`src/rtl/dmem_arbiter.sv`:
```
// ---------------------------------------------------------------------------
// dmem_arbiter
// Shares the single data memory between the MIPS core and one external
// requester (debug/DMA). The core normally has priority. A wait counter tracks
// how many conflicting cycles the external port has lost, and forces an
// external grant once that count reaches MAX_WAIT so the external port cannot
// starve.
//
// Grant is decided combinationally each cycle. Dmem reads are combinational
// and dmem writes are synchronous, so every granted access completes in one
// cycle. External read data is captured into a register and presented one
// cycle later with a single-cycle ext_rvalid pulse.
// ---------------------------------------------------------------------------
module dmem_arbiter #(
    parameter int MAX_WAIT = 4,
    parameter int WCNT_W   = 3
) (
    input  logic        clock,
    input  logic        reset,       // asynchronous, active-low

    // core side
    input  logic        cpu_req,
    input  logic        cpu_we,
    input  logic [31:0] cpu_addr,
    input  logic [31:0] cpu_wd,
    output logic [31:0] cpu_rd,
    output logic        cpu_stall,

    // external (debug/DMA) side
    input  logic        ext_valid,
    input  logic        ext_we,
    input  logic [31:0] ext_addr,
    input  logic [31:0] ext_wd,
    output logic        ext_ready,
    output logic        ext_rvalid,
    output logic [31:0] ext_rd,

    // data memory side
    output logic        mem_we,
    output logic [31:0] mem_addr,
    output logic [31:0] mem_wd,
    input  logic [31:0] mem_rd,

    // status
    output logic        grant_ext
);

    // Counter value at which the external port is forced to win a conflict.
    localparam logic [WCNT_W-1:0] LP_MAX_WAIT = WCNT_W'(MAX_WAIT);
    localparam logic [WCNT_W-1:0] LP_CNT_ZERO = WCNT_W'(0);
    localparam logic [WCNT_W-1:0] LP_CNT_ONE  = WCNT_W'(1);

    // -----------------------------------------------------------------------
    // State
    // -----------------------------------------------------------------------
    logic [WCNT_W-1:0] r_wait_cnt;
    logic              r_ext_rvalid;
    logic [31:0]       r_ext_rd;

    // -----------------------------------------------------------------------
    // Combinational decisions
    // -----------------------------------------------------------------------
    logic              w_wait_sat;
    logic              w_ext_win;
    logic              w_grant_ext;
    logic              w_ext_ready;
    logic              w_cpu_stall;
    logic              w_mem_we;
    logic [31:0]       w_mem_addr;
    logic [31:0]       w_mem_wd;
    logic [WCNT_W-1:0] w_wait_cnt_nxt;
    logic              w_ext_rd_cap;

    // The external port wins when the core is idle, or when it has already
    // lost MAX_WAIT conflicts in a row. With MAX_WAIT=0 the counter never
    // leaves zero, so the external port wins every conflict.
    assign w_wait_sat = (r_wait_cnt == LP_MAX_WAIT);
    assign w_ext_win  = ext_valid & (~cpu_req | w_wait_sat);

    // Capture read data on the edge that ends a granted external read.
    assign w_ext_rd_cap = w_ext_win & ~ext_we;

    // Port arbitration and dmem request mux; reset forces every grant off.
    always_comb begin
        w_grant_ext = 1'b0;
        w_ext_ready = 1'b0;
        w_cpu_stall = 1'b0;
        w_mem_we    = 1'b0;
        w_mem_addr  = cpu_addr;
        w_mem_wd    = cpu_wd;
        if (!reset) begin
            // Held in reset: nothing is granted, nothing is written.
            w_grant_ext = 1'b0;
            w_ext_ready = 1'b0;
            w_cpu_stall = 1'b0;
            w_mem_we    = 1'b0;
        end else if (w_ext_win) begin
            // External owns dmem; a requesting core is told to hold.
            w_grant_ext = 1'b1;
            w_ext_ready = 1'b1;
            w_cpu_stall = cpu_req;
            w_mem_we    = ext_we;
            w_mem_addr  = ext_addr;
            w_mem_wd    = ext_wd;
        end else if (cpu_req) begin
            // Core owns dmem.
            w_mem_we    = cpu_we;
            w_mem_addr  = cpu_addr;
            w_mem_wd    = cpu_wd;
        end else begin
            // Idle: park the address on the core bus, never write.
            w_mem_we    = 1'b0;
        end
    end

    // Next value of the starvation counter: clear on win or idle, count lost
    // conflicts, saturate at MAX_WAIT.
    always_comb begin
        w_wait_cnt_nxt = r_wait_cnt;
        if (!ext_valid || w_ext_win) begin
            w_wait_cnt_nxt = LP_CNT_ZERO;
        end else if (cpu_req) begin
            if (w_wait_sat) begin
                w_wait_cnt_nxt = LP_MAX_WAIT;
            end else begin
                w_wait_cnt_nxt = r_wait_cnt + LP_CNT_ONE;
            end
        end else begin
            // ext_valid with an idle core always wins; kept for completeness.
            w_wait_cnt_nxt = LP_CNT_ZERO;
        end
    end

    // -----------------------------------------------------------------------
    // Sequential state
    // -----------------------------------------------------------------------

    // Starvation counter register.
    always_ff @(posedge clock or negedge reset) begin
        if (!reset) begin
            r_wait_cnt <= LP_CNT_ZERO;
        end else begin
            r_wait_cnt <= w_wait_cnt_nxt;
        end
    end

    // External read response: one rvalid pulse per accepted read, data held otherwise.
    always_ff @(posedge clock or negedge reset) begin
        if (!reset) begin
            r_ext_rvalid <= 1'b0;
            r_ext_rd     <= 32'h0000_0000;
        end else if (w_ext_rd_cap) begin
            r_ext_rvalid <= 1'b1;
            r_ext_rd     <= mem_rd;
        end else begin
            r_ext_rvalid <= 1'b0;
            r_ext_rd     <= r_ext_rd;
        end
    end

    // -----------------------------------------------------------------------
    // Outputs
    // -----------------------------------------------------------------------
    assign cpu_rd     = mem_rd;      // core ignores it while stalled
    assign cpu_stall  = w_cpu_stall;
    assign ext_ready  = w_ext_ready;
    assign ext_rvalid = r_ext_rvalid;
    assign ext_rd     = r_ext_rd;
    assign mem_we     = w_mem_we;
    assign mem_addr   = w_mem_addr;
    assign mem_wd     = w_mem_wd;
    assign grant_ext  = w_grant_ext;

endmodule

```
`config.mk`:
```
export PLATFORM = sky130hd
export DESIGN_NAME = dmem_arbiter
export DESIGN_NICKNAME = d
export VERILOG_FILES = /design/src/rtl/dmem_arbiter.sv
export SDC_FILE = /design/constraint.sdc
export NUM_CORES = 1
export LEC_CHECK = 0
export ABC_AREA = 1
export BUFFER_PORTS_ARGS = -buffer_cell sky130_fd_sc_hd__buf_2
export CORE_AREA = 2 2 116 118
export CTS_CLUSTER_DIAMETER = 200
export DETAILED_ROUTE_END_ITERATION = 16
export DIE_AREA = 0 0 118 120
export PLACE_DENSITY = 0.63
export RECOVER_POWER = 50
export SYNTH_ARGS = -nofsm -noshare
export SYNTH_HDL_FRONTEND = slang
export SYNTH_SLANG_ARGS = --single-unit
```
`constraint.sdc`:
```
create_clock -name clock -period 2.3 [get_ports clock]
set_clock_uncertainty 0.05 [all_clocks]
set_input_delay 0.46 -clock clock [delete_from_list [all_inputs] [get_ports clock]]
set_output_delay 0.46 -clock clock [all_outputs]
set_load 0.01 [all_outputs]
```
### Yosys cells after proc, flatten, opt, wreduce, memory -nomap -nowiden

Cells that the tools add are included.

* muxes and demuxes: 15
* $add $sub $neg: 1
* bitwise operators: 5
* reductions and logical operators: 2
* equality and inequality tests: 1

Operators by type and width (number)
* two-way mux 32 bit: 4
* two-way mux 3 bit: 3
* two-way mux 1 bit: 8
* adder 3 x 1 -> 3 bit (second input constant): 1
* equality test 3 bit (second input constant): 1
* bitwise AND 1 bit: 2
* NOT 1 bit: 2
* logical NOT 1 bit: 1
* logical OR 1 bit: 1
* bitwise OR 1 bit: 1

* flip-flop bits (word level): 36
* word-level logic and storage cells: 27
* output and inout bits: 133

### Longest topological paths before layout

Gate-level depths: netlist of run 1.

* depth in word-level cells: 5
* gate-level depth with buffers: 9
* mapped depth without buffers: 7

### Worst setup path after synthesis of run 1

No wires, ideal clock.

* path type: reg2out
* from: register r_wait_cnt[0]
* to: output port grant_ext
* data arrival time: 1.378 ns
* setup slack: 0.412 ns
* stages on the path, launching flop included: 9
* cells stage by stage: dfrtp_1 -> inv_1 -> ha_1 -> nand2_1 -> nand2_2 -> nand3_2 -> clkbuf_1 -> inv_1 -> buf_4

* word-level cells in the longest chain between the ends: 5

RTL lines
* from (decl): line 56 `logic [WCNT_W-1:0] r_wait_cnt;`
* from (signal assigned): line 143 `r_wait_cnt <= w_wait_cnt_nxt;`
* equality test 3 bit: line 77 `assign w_wait_sat = (r_wait_cnt == LP_MAX_WAIT);`
* bitwise OR 1 bit: line 78 `assign w_ext_win = ext_valid & (~cpu_req | w_wait_sat);`
* bitwise AND 1 bit: line 78
* two-way mux 1 bit (2 in series)
* to (decl): line 45 `output logic grant_ext`

Every way passes these cells.

### Worst setup path in the final report of run 1

* from: register r_wait_cnt[0]
* to: output port mem_addr[17]

* word-level cells in the longest chain between the ends: 5

RTL lines
* equality test 3 bit: line 77
* bitwise OR 1 bit: line 78
* bitwise AND 1 bit: line 78
* two-way mux 32 bit: line 97 `end else if (w_ext_win) begin`
* two-way mux 32 bit: line 91 `if (!reset) begin`
* to (decl): line 40 `output logic [31:0] mem_addr,`

Every way passes these cells.

==> results.yml, run 1 <==
setup_path:
  cp-end-kind: "output port"
  worst-setup-path-type: "reg -> out"
  regToRegSetupSlack_ps: 520
  startpoint_type: "flop"
  worstPathArrival_ps: 1710
  cp_max_fo: 8
  worstPathRequired_ps: 1790
yosys:
  synth_mux_area_frac: 0
  syn_area_um2: 2820
  synth-xor-area-share: 0.00310
  ys_seq_area_frac: 0.319
  synthAdderAreaFrac: 0.00886
  ys_ff_latch: 36
  synth_cell_types: 17
  yosys_warnings: 0
  synth_fp_nets: 590
  synth_top_family_by_area: "simple AND/OR/NAND/NOR gates"
  yosysTopAreaCellShare: 0.319
  synth_area_leaders: "dfrtp_1 (32%), nand2_1 (26%), nand4_1 (21%), buf_4 (10%), buf_2 (2.5%)"
  synth_compound_area_frac: 0.00177
  yosys.area_share.simple: 0.490
  synth_largest_area_cell: "dfrtp_1"
  synthCells: 422
  syn_avg_cell_area_um2: 6.69
placed_design:
  post_dp_cell_area_um2: 4210
  dp_hpwl_mm: 8.42
  port-buffer-count: 298
  place.gp.congestion: 0.794
  place_ws_ps: 345
sta:
  worst_slew_pin_slew_ps: 756
  min_period_ps: 2220
  setup_viol: 0
  slew_headroom: 0.496
  hold_viol: 0
  period_share: 0.965
  drv_slew: 0
  rsz0062_at_grt: "yes"
  worst_slack_ps: 80.3
  whs_ps: 169
  max_freq_mhz: 451
layout:
  n_antenna_cell: 0
  finish.instance_area_um2: 4620
  final_cell_mix: "buf_2 (257), nand2_1 (194), nand4_1 (96)"
  fillers: 1477
  area_growth_syn_to_layout_pct: 63.7
  final_util: 0.356
  nets: 847
  final_common_cell: "buf_2"
  drive_above_1_share: 0.440
min_path:
  hp-class: "in -> async"
status:
  outcome: "finished, final reports clean"
route:
  drt_iter0_drc: 171
  ant_nets: 0
  drt-pass1-iter-count: 4
  drcViolationCount: 0
  vias: 3811
  wl_per_cell_um: 15.0
  viasPerCell: 4.45
  wl_mm: 12.8
clock_network:
  path_clk_slew_ps: 60
  cts_tree: "done"
  clock-sinks: 36
  cts_buffers: 5
  cts_root_buf: "clkbuf_16"
  clock_path_buffers: 2
  htreeDepth: 2
  hold_buffers: 0
  worstSkewPairLatency_ps: 270
global_routing:
  grt_use_total: 0.146
  grt_pass1_wl_mm: 17.1
  grt_max_degree: 72
  overflow: 0
  antenna_found_initial: 0
  grt_pass1_vias: 3411
die:
  fp.dieW_um: 118
  core_area_um2: 13000
  row_count: 42
  fp.dieH_um: 120
  start_util: 0.218
  ios: 299
  die_area_um2: 14200
run:
  maxCapViolations: 0
power:
  worst_ir_drop_vdd_mv: 0.278
  leakage_nw: 2.73
  pwr_density_cell_nw_per_um2: 515
  power_mw: 2.38
Yosys cell counts:
master    number
nand2_2        1
nand4_1       96
ha_1           2
nand3_2        2
nand2_1      195
buf_1          3
buf_2         14
clkbuf_1      14
buf_6          4
inv_1          7
nor2_1         5
buf_4         39
dfrtp_1       36
nand3_1        1
clkinv_1       1
xnor2_1        1
a21oi_1        1
what timing repair did:
item	in CTS	in global routing
resized for setup	0	9
setup endpoints to repair	0	67
buffers inserted	0	3
area by class of cell:
| cell class | instances | area, um2 | area share |
|---|---|---|---|
| repair buffers | 323 | 1850 | 0.400 |
| flip-flops and latches | 36 | 901 | 0.195 |
| inverters | 8 | 30.0 | 0.00650 |
| multi-input cells | 305 | 1460 | 0.315 |
| clock buffers | 5 | 125 | 0.0271 |
| clock inverters | 3 | 42.5 | 0.00920 |
| well taps | 176 | 220 | 0.0476 |
worst max-delay path: stages (launching register included):
cell and delay [ps]:
dfrtp_1 390, inv_1 60, ha_1 150, nand2_2 70, nand2_4 120, nand3_4 180
clkbuf_16 220, nand2_1 70, nand2_1 50, buf_2 130
through the flow:
stage	TNS (ps)	cells
floorplan	0	422
global placement	0	833
detailed placement	0	833
CTS	0	841
global route	-849	856
finish	0	856
flip-flops by register name, indices dropped and copies added (netlist names):
name,count
ext_rd,32
r_wait_cnt,3
ext_rvalid,1
metal layers:
layer,vias up,track usage,wire length [um]
met5,-,0,0
met4,0,0.0241,80
met3,8,0.0247,897
met2,179,0.250,6250
met1,1715,0.197,5580
li1,1909,-,-
cell families after synthesis:
group                      count (synthesis)
AOI/OAI and AO/OA                          1
xor gates and xnor gates                   1
adders and majority gates                  2
buffers and inverters                     82
DFF                                       36
and+or+nand+nor                          300
report_power, final:
group | switching (mW) | internal (mW) | total (mW)
combinational | 0.475 | 0.365 | 0.840
clock | 0.257 | 0.509 | 0.766
sequential | 0.0476 | 0.725 | 0.773
path summary, 6_finish.rpt:
check	from	to	depth (start not counted)
min in group clock	mem_rd[0]	ext_rd[0]	3
max in group asynchronous	reset	ext_rd[7]	3
setup reg to reg	r_wait_cnt[0]	ext_rd[27]	10
setup / recovery	r_wait_cnt[0]	mem_addr[17]	9
hold reg to reg	r_wait_cnt[0]	r_wait_cnt[0]	1
hold / removal	reset	ext_rd[10]	2
No activity file was read; power rests on OpenSTA's default activity.
==> run 2: changes to the inputs <==
--- a/constraint.sdc
+++ b/constraint.sdc
@@ -4,2 +4,2 @@
 set_output_delay 0.46 -clock clock [all_outputs]
-set_load 0.01 [all_outputs]
+set_load 0.005 [all_outputs]
==> results.yml, run 2 (synthesized netlist as in run 1, its figures left out) <==
status:
  outcome: "finished, final reports clean"
layout:
  n_antenna_cell: 0
  drive_above_1_share: 0.442
  nets: 834
  final_cell_mix: "buf_2 (271), nand2_1 (195), nand4_1 (96)"
  largest_reg_flops: 32
  final_common_cell: "buf_2"
  area_growth_syn_to_layout_pct: 54.9
  finish.instance_area_um2: 4370
  final_cells: 843
  fillers: 1453
global_routing:
  grtUsageMet3: 0.0247
  antenna_found_initial: 0
  grt_pass1_vias: 3281
  globalRouteMet2Util: 0.241
  grt_use_total: 0.141
  top_usage_layer: "met2"
  grt_pass1_wl_mm: 16.6
  grt_max_degree: 67
  met1_usage: 0.188
  overflow: 0
route:
  vias: 3714
  wl_mm: 11.2
  drt_iter0_drc: 194
  drcViolationCount: 0
  viasPerCell: 4.41
  drt-pass1-iter-count: 4
  ant_nets: 0
  wl_per_cell_um: 13.2
setup_path:
  worstPathArrival_ps: 1700
  cp-end-kind: "output port"
  cp_max_fo: 58
  startpoint_type: "flop"
  crit_top_cell: "nand2_1"
  crit_chain: "inv_1 > ha_1 > nand2_1 > nand2_4 > buf_16 > nand4_1 > nand2_1 > buf_2"
  cp_slowest_cell: "dfrtp_1"
  worstPathRequired_ps: 1790
  worst-setup-path-type: "reg -> out"
  slowest_delay_ps: 390
clock_network:
  cts_root_buf: "clkbuf_16"
  cts_buffers: 5
  clock-sinks: 36
  clock_path_buffers: 2
  cts_tree: "done"
  path_clk_slew_ps: 60
  htreeDepth: 2
  postCtsSetupRepairBufs: 0
  worstSkewPairLatency_ps: 280
sta:
  min_period_ps: 2210
  worst_slew_pin_slew_ps: 1480
  period_share: 0.960
  setup_viol: 0
  worst_slack_ps: 92.6
  max_freq_mhz: 453
  rsz0062_at_grt: "yes"
  tns_ps: 0
  slew_headroom: 0.0152
  hold_viol: 0
  drv_slew: 0
power:
  power_mw: 2.24
  leakage_nw: 2.64
  worst_ir_drop_vdd_mv: 0.274
  pwr_density_cell_nw_per_um2: 513
run:
  maxCapViolations: 0
die:
  fp.dieW_um: 118
  ios: 299
  die_area_um2: 14200
  core_area_um2: 13000
  start_util: 0.218
  row_count: 42
  fp.dieH_um: 120
placed_design:
  dp_hpwl_mm: 8.33
  port-buffer-count: 298
  dp_cells: 834
  place_ws_ps: 362
  post_dp_cell_area_um2: 4210
  place.gp.congestion: 0.790
min_path:
  hp-class: "in -> async"
[run 2: cell count changes in the layout (fill, tap and decap cells not counted), sizes merged]
| cell | previous run | this run |
|---|---|---|
| buf | 277 | 282 |
| clkbuf | 51 | 34 |
| nand3 | 4 | 3 |
[run 2: what timing repair did]
action                                 CTS  global route
setup endpoints to repair                0            58
endpoints found under the hold margin    0             0
gates resized for setup                  0             1
hold buffers                             0             0
[run 2: power breakdown]
| group | switching (mW) | internal (mW) | leakage [nW] | total, mW |
|---|---|---|---|---|
| Clock | 0.266 | 0.509 | 0.0798 | 0.775 |
| Combinational | 0.368 | 0.330 | 2.11 | 0.698 |
| Sequential | 0.0460 | 0.725 | 0.454 | 0.771 |
[run 2: final timing paths]
kind / startpoint / endpoint / slack, ps / cells past startpoint
setup / recovery: r_wait_cnt[0] / mem_addr[29] / 90 / 8
hold / removal: reset / ext_rd[14] / 110 / 2
setup reg to reg: r_wait_cnt[0] / ext_rd[6] / 590 / 9
hold reg to reg: r_wait_cnt[0] / r_wait_cnt[0] / 410 / 1
max in group asynchronous: reset / ext_rd[29] / 450 / 3
min in group clock: mem_rd[21] / ext_rd[21] / 380 / 3
[run 2: area by class of cell]
cell class                 instances  area (um2)  area share
clock buffer                       5         125      0.0286
clock inverter                     3        42.5     0.00973
inverter                           8        30.0     0.00687
multi-input combinational        304        1430       0.326
sequential                        36         901       0.206
tap                              176         220      0.0504
timing repair buffer             311        1630       0.372
[run 2: worst max-delay path, delay by kind of cell (launching register included)]
family / cells / cell delay (ps)
DFF: 1 / 390
adders and majority gates: 1 / 130
buffers and inverters: 3 / 390
and+or+nand+nor: 4 / 470
[run 2: routing by layer]
| metal | vias to the layer above | routed length (um) |
|---|---|---|
| li1 | 1876 | - |
| met1 | 1660 | 4850 |
| met2 | 170 | 5480 |
| met3 | 8 | 760 |
| met4 | 0 | 70 |
| met5 | - | 0 |
[run 2: through the flow]
stage / hold slack (ps) / utilization
2_1_floorplan: 114 / -
3_3_place_gp: 394 / 0.325
3_5_place_dp: 401 / 0.325
4_1_cts: 119 / 0.338
5_1_grt: 120 / 0.337
6_report: 111 / 0.337
